<file path="config.mk">
export PLATFORM = sky130hd
export DESIGN_NAME = mul_exec
export DESIGN_NICKNAME = d
export VERILOG_FILES = /design/src/rtl/mul_exec.sv
export SDC_FILE = /design/constraint.sdc
export NUM_CORES = 1
export LEC_CHECK = 0
export ABC_AREA = 1
export CAP_MARGIN = 20
export CELL_PAD_IN_SITES_DETAIL_PLACEMENT = 0
export CELL_PAD_IN_SITES_GLOBAL_PLACEMENT = 1
export CORE_ASPECT_RATIO = 0.6
export CORE_MARGIN = 2
export CORE_UTILIZATION = 30
export CTS_CLUSTER_DIAMETER = 60
export DETAILED_ROUTE_END_ITERATION = 6
export PLACE_DENSITY_LB_ADDON = 0.1
export SLEW_MARGIN = 40
export SYNTH_ARGS = -nofsm -noshare
export SYNTH_HDL_FRONTEND = slang
export SYNTH_SLANG_ARGS = --single-unit
</file>
<file path="constraint.sdc">
create_clock -name clk -period 5.5 [get_ports clk]
set_input_delay 1.1 -clock clk [delete_from_list [all_inputs] [get_ports clk]]
set_output_delay 1.1 -clock clk [all_outputs]
set_load 0.01 [all_outputs]
</file>
<file path="src/rtl/mul_exec.sv">
// Issue-queued iterative multiplier: a small FIFO feeds a radix-2 shift-add engine
// that returns the low 32 bits of each product, one at a time, in issue order.
module mul_exec #(
    parameter int QDEPTH = 4,
    parameter int ITER   = 32
) (
    input  logic        clk,
    input  logic        reset,
    input  logic        exception_sig,
    input  logic        mret_sig,
    input  logic [56:0] issue_in,
    output logic [7:0]  rf_raddr1,
    output logic [7:0]  rf_raddr2,
    input  logic [31:0] rf_rdata1,
    input  logic [31:0] rf_rdata2,
    output logic        MUL_result_valid,
    output logic [7:0]  MUL_result_dest,
    output logic [31:0] MUL_result_data,
    output logic [31:0] MUL_result_PC,
    output logic        mul_busy,
    output logic        q_overflow
);

    localparam int PTRW = (QDEPTH > 1) ? $clog2(QDEPTH) : 1;
    localparam int CNTW = $clog2(ITER + 1);
    localparam logic [CNTW-1:0] LAST_ITER = CNTW'(ITER - 1);

    localparam logic [1:0] S_IDLE = 2'd0;
    localparam logic [1:0] S_BUSY = 2'd1;
    localparam logic [1:0] S_DONE = 2'd2;

    logic            flush;
    logic [55:0]     fifo_mem [QDEPTH];
    logic [PTRW:0]   wr_ptr_reg;
    logic [PTRW:0]   rd_ptr_reg;
    logic            fifo_empty;
    logic            fifo_full;
    logic            pop;
    logic            push;
    logic            drop;
    logic [55:0]     head;

    logic [1:0]      state_reg, state_next;
    logic [31:0]     acc_reg, acc_next;
    logic [31:0]     mcand_reg, mcand_next;
    logic [31:0]     mplier_reg, mplier_next;
    logic [31:0]     pc_reg, pc_next;
    logic [7:0]      rd_reg, rd_next;
    logic [CNTW-1:0] cnt_reg, cnt_next;
    logic            overflow_reg;

    logic [7:0]      op_tag   [2];
    logic [31:0]     op_rdata [2];
    logic [31:0]     op_val   [2];

    assign flush      = reset | exception_sig | mret_sig;
    assign fifo_empty = (wr_ptr_reg == rd_ptr_reg);
    assign fifo_full  = (wr_ptr_reg[PTRW] != rd_ptr_reg[PTRW]) &&
                        (wr_ptr_reg[PTRW-1:0] == rd_ptr_reg[PTRW-1:0]);
    assign head       = fifo_mem[rd_ptr_reg[PTRW-1:0]];

    // A full queue still accepts when the head leaves on the same edge.
    assign pop  = !fifo_empty && ((state_reg == S_IDLE) || (state_reg == S_DONE));
    assign push = issue_in[56] && (!fifo_full || pop);
    assign drop = issue_in[56] && fifo_full && !pop;

    assign rf_raddr1   = head[15:8];
    assign rf_raddr2   = head[7:0];
    assign op_tag[0]   = head[15:8];
    assign op_tag[1]   = head[7:0];
    assign op_rdata[0] = rf_rdata1;
    assign op_rdata[1] = rf_rdata2;

    // Physical tag 0 is the hard-wired zero register.
    generate
        for (genvar gi = 0; gi < 2; gi++) begin : g_operand
            assign op_val[gi] = (op_tag[gi] == 8'd0) ? 32'd0 : op_rdata[gi];
        end
    endgenerate

    always_ff @(posedge clk) begin
        if (push && !flush) begin
            fifo_mem[wr_ptr_reg[PTRW-1:0]] <= issue_in[55:0];
        end
    end

    always_comb begin
        state_next  = state_reg;
        acc_next    = acc_reg;
        mcand_next  = mcand_reg;
        mplier_next = mplier_reg;
        pc_next     = pc_reg;
        rd_next     = rd_reg;
        cnt_next    = cnt_reg;
        case (state_reg)
            S_BUSY: begin
                if (mplier_reg[0]) begin
                    acc_next = acc_reg + mcand_reg;
                end
                mcand_next  = mcand_reg << 1;
                mplier_next = mplier_reg >> 1;
                cnt_next    = cnt_reg + CNTW'(1);
                if (cnt_reg == LAST_ITER) begin
                    state_next = S_DONE;
                end
            end
            S_IDLE, S_DONE: begin
                if (pop) begin
                    state_next  = S_BUSY;
                    acc_next    = 32'd0;
                    cnt_next    = '0;
                    mcand_next  = op_val[0];
                    mplier_next = op_val[1];
                    pc_next     = head[55:24];
                    rd_next     = head[23:16];
                end else begin
                    state_next = S_IDLE;
                end
            end
            default: state_next = S_IDLE;
        endcase
    end

    always_ff @(posedge clk) begin
        if (flush) begin
            state_reg    <= S_IDLE;
            wr_ptr_reg   <= '0;
            rd_ptr_reg   <= '0;
            acc_reg      <= 32'd0;
            mcand_reg    <= 32'd0;
            mplier_reg   <= 32'd0;
            pc_reg       <= 32'd0;
            rd_reg       <= 8'd0;
            cnt_reg      <= '0;
            overflow_reg <= 1'b0;
        end else begin
            state_reg  <= state_next;
            acc_reg    <= acc_next;
            mcand_reg  <= mcand_next;
            mplier_reg <= mplier_next;
            pc_reg     <= pc_next;
            rd_reg     <= rd_next;
            cnt_reg    <= cnt_next;
            if (push) begin
                wr_ptr_reg <= wr_ptr_reg + 1'b1;
            end
            if (pop) begin
                rd_ptr_reg <= rd_ptr_reg + 1'b1;
            end
            if (drop) begin
                overflow_reg <= 1'b1;
            end
        end
    end

    assign MUL_result_valid = (state_reg == S_DONE);
    assign MUL_result_dest  = MUL_result_valid ? rd_reg  : 8'd0;
    assign MUL_result_data  = MUL_result_valid ? acc_reg : 32'd0;
    assign MUL_result_PC    = MUL_result_valid ? pc_reg  : 32'd0;
    assign mul_busy         = (state_reg != S_IDLE) || !fifo_empty;
    assign q_overflow       = overflow_reg;

endmodule

</file>
==> impl_metrics.py <==
metrics = {
    "critical_path": {
        "critPathMaxStageDelay_ns": 0.84,
        "cp_num_buf_inv": 3,
        "path_class": "reg2out",
        "cp.required_ns": 4.40,
        "end_kind": "primary output",
        "reg2reg_setup_slack_ns": 2.48,
        "crit_fanout": 70,
        "cp_data_arrival_time_ns": 2.85,
        "worstSetupStartpointType": "register",
        "crit_top_cell": "nand2_1",
        "crit_slowest_cell": "dfxtp_4",
        "worstPathCellList": "inv_2 -> nand2_1 -> nand3_1 -> nand2_1 -> inv_1 -> clkdlybuf4s50_1",
        "cpLargestDelayFamily": "buffers and inverters",
    },
    "yosys": {
        "synth-seq-cells": 377,
        "synth_warnings": 0,
        "async_flop_share_pct": 0,
        "synth_top_area_cell": "edfxtp_1",
        "synth_top_area_share_pct": 38.4,
        "synth_commonest_cells": "nand2_1 (331), nor2_1 (255), inv_1 (241)",
        "synth_area_um2": 17500,
        "synth_edf_count": 224,
        "synth.net_count": 2175,
        "synth_cell_type_count": 34,
        "synth_cells": 2012,
        "syn_avg_cell_area_um2": 8.72,
        "ys_seq_area_share_pct": 55.8,
        "synth_flop_cell": "edfxtp_1",
        "synth_area_leaders": "edfxtp_1 (38%), dfxtp_1 (17%), nand2_1 (7.1%)",
        "synth_most_common_cell": "nand2_1",
    },
    "clock_network": {
        "numCtsBuffers": 40,
        "cts_tree": "yes",
        "clk_path_buf_depth": 3,
        "cts-htree-levels": 2,
        "cts_root_buf": "clkbuf_16",
        "cts_hold_buf": 0,
        "clk_latency_ns": 0.57,
        "cts_num_sinks": 377,
        "path_clk_slew_ns": 0.06,
        "cts_setup_buffers": 0,
        "post_cts_resized": 0,
    },
    "final_layout": {
        "syn2layout_area_growth_pct": 23.5,
        "final_nets": 2329,
        "final_core_util_pct": 37.6,
        "n_antenna_cell": 0,
        "largest_register_ffs": 224,
        "layout-drive-gt1-share_pct": 5.51,
    },
    "die": {
        "core_um2": 57600,
        "die_w_um": 316,
        "dieArea_um2": 60500,
        "rows": 68,
        "die_h_um": 191,
        "start_util_pct": 30.4,
        "ioPinCount": 216,
    },
    "sta": {
        "finalSetupViolCount": 0,
        "layout_min_cycle_time_ns": 3.95,
        "rsz0062_at_grt": "false",
        "final.period_utilization_pct": 71.7,
        "finalHoldViolations": 0,
        "worst_pin_slew_ns": 0.789,
        "max_freq_mhz": 253,
        "whs_ns": 0.455,
        "final.setup_skew_ns": 0.0190,
        "fin_tns_setup_ns": 0,
        "relSlewSlack_pct": 47.4,
        "final_max_slew_viol_count": 0,
    },
    "outcome": {
        "status": "complete, no violations",
    },
    "drt": {
        "wl_per_cell_um": 18.3,
        "viasPerCell": 4.69,
        "ant_nets": 0,
        "drc": 0,
        "dr.pass1.iters": 4,
        "drtIter0Drc": 905,
        "drt_wl_total_mm": 54.3,
        "vias": 13900,
    },
    "power": {
        "pwr-share-clk_pct": 45.8,
        "p_leak_uw": 0.00820,
        "p_per_area_nw_per_um2": 287,
        "pwr-share-seq_pct": 48.7,
        "netSwitchingFraction_pct": 22.3,
        "combPwrFrac_pct": 5.5,
        "power.internal_uw": 4820,
        "total_power_uw": 6210,
        "peakVddDrop_v": 0.000187,
        "power.net_switching_uw": 1390,
    },
    "min_path": {
        "hp-class": "reg2reg",
    },
    "placed_design": {
        "hpwl_mm": 36.3,
        "portBuffers": 215,
        "gp_congestion": 0.844,
    },
    "grt": {
        "grt_pass1_vias": 13700,
        "grt_pass1_wl_mm": 83.0,
        "grt_max_degree": 78,
        "antenna_found_initial": 1,
        "grt_use_total_pct": 18.0,
        "overflow": 0,
    },
    "job": {
        "cap_violations": 0,
    },
}
## placed cells by master (no fill, tap or decap), types with 5 or more instances in the layout
cell type / netlist / final
o32ai_1: 40 / 40
nand2_1: 331 / 331
a21oi_1: 201 / 201
clkbuf_16: 0 / 41
xor2_1: 6 / 6
o21ai_1: 29 / 29
clkinv_2: 0 / 8
inv_1: 241 / 241
clkbuf_1: 67 / 5
inv_2: 5 / 5
edfxtp_1: 224 / 224
clkbuf_8: 0 / 7
ha_1: 37 / 37
nand3_2: 10 / 10
nor3_1: 7 / 6
or2_2: 4 / 5
nand3_1: 124 / 124
nand4_1: 9 / 9
clkdlybuf4s50_1: 0 / 215
buf_4: 26 / 15
o21ai_0: 186 / 186
nor2_1: 255 / 251
dfxtp_1: 153 / 151
## kinds of logic (layout without fill, tap and decap cells)
logic type	Yosys count	count (layout)	share of synthesized area, %
AND/OR/NAND/NOR	750	750	17.7
flip-flops	377	377	55.8
AO/OA/AOI/OAI	466	466	14.3
adder cells (fa/ha/maj)	38	38	2.75
buffers and inverters	372	558	8.96
XOR/XNOR	9	9	0.450
## worst min-delay path, cell delays in order, from the launching register on
cell and delay (ns):
dfxtp_1 0.30, inv_1 0.06, a21oi_1 0.05
## final timing paths
path                   start             end  cells after the start
setup / recovery    register    rf_raddr1[3]                      6
hold / removal    pc_reg[30]      pc_reg[30]                      2
setup reg to reg    register  mplier_reg[18]                      9
hold reg to reg   pc_reg[30]      pc_reg[30]                      2
## layout make-up
cell class | instances | area (µm²)
clock buffers | 54 | 1150
clock inverters | 20 | 244
fillers | 5828 | 35900
inverters | 248 | 932
multi-input cells | 1263 | 6220
flip-flops and latches | 377 | 9800
well taps | 770 | 963
repair buffers | 236 | 2360
## power groups by stage
stage	Sequential, µW	Combinational [µW]	Clock [µW]
after detailed placement	3090	347	0
after global placement	3090	344	0
after CTS	3030	348	2940
after floorplan	3080	167	0
final	3030	341	2840
after global routing	3030	379	3050
## per-layer routing
layer | track usage [%] | share of wire [%] | vias up
met5 | 0 | 0.024 | -
met4 | 3.63 | 1.7 | 2
met3 | 3.08 | 4.2 | 55
met2 | 26.6 | 41 | 228
met1 | 27.5 | 53 | 6628
li1 | - | - | 7021
## through the flow
stage | worst slack, ns | std cells | area, µm²
after global routing | 1.29 | 2968 | 21700
final | 1.55 | 2968 | 21700
after detailed placement | 2.00 | 2894 | 20300
after global placement | 1.91 | 2893 | 20200
after CTS | 1.46 | 2968 | 21700
after floorplan | 0.899 | 2012 | 17500
Power figures use the tool's default switching activity.
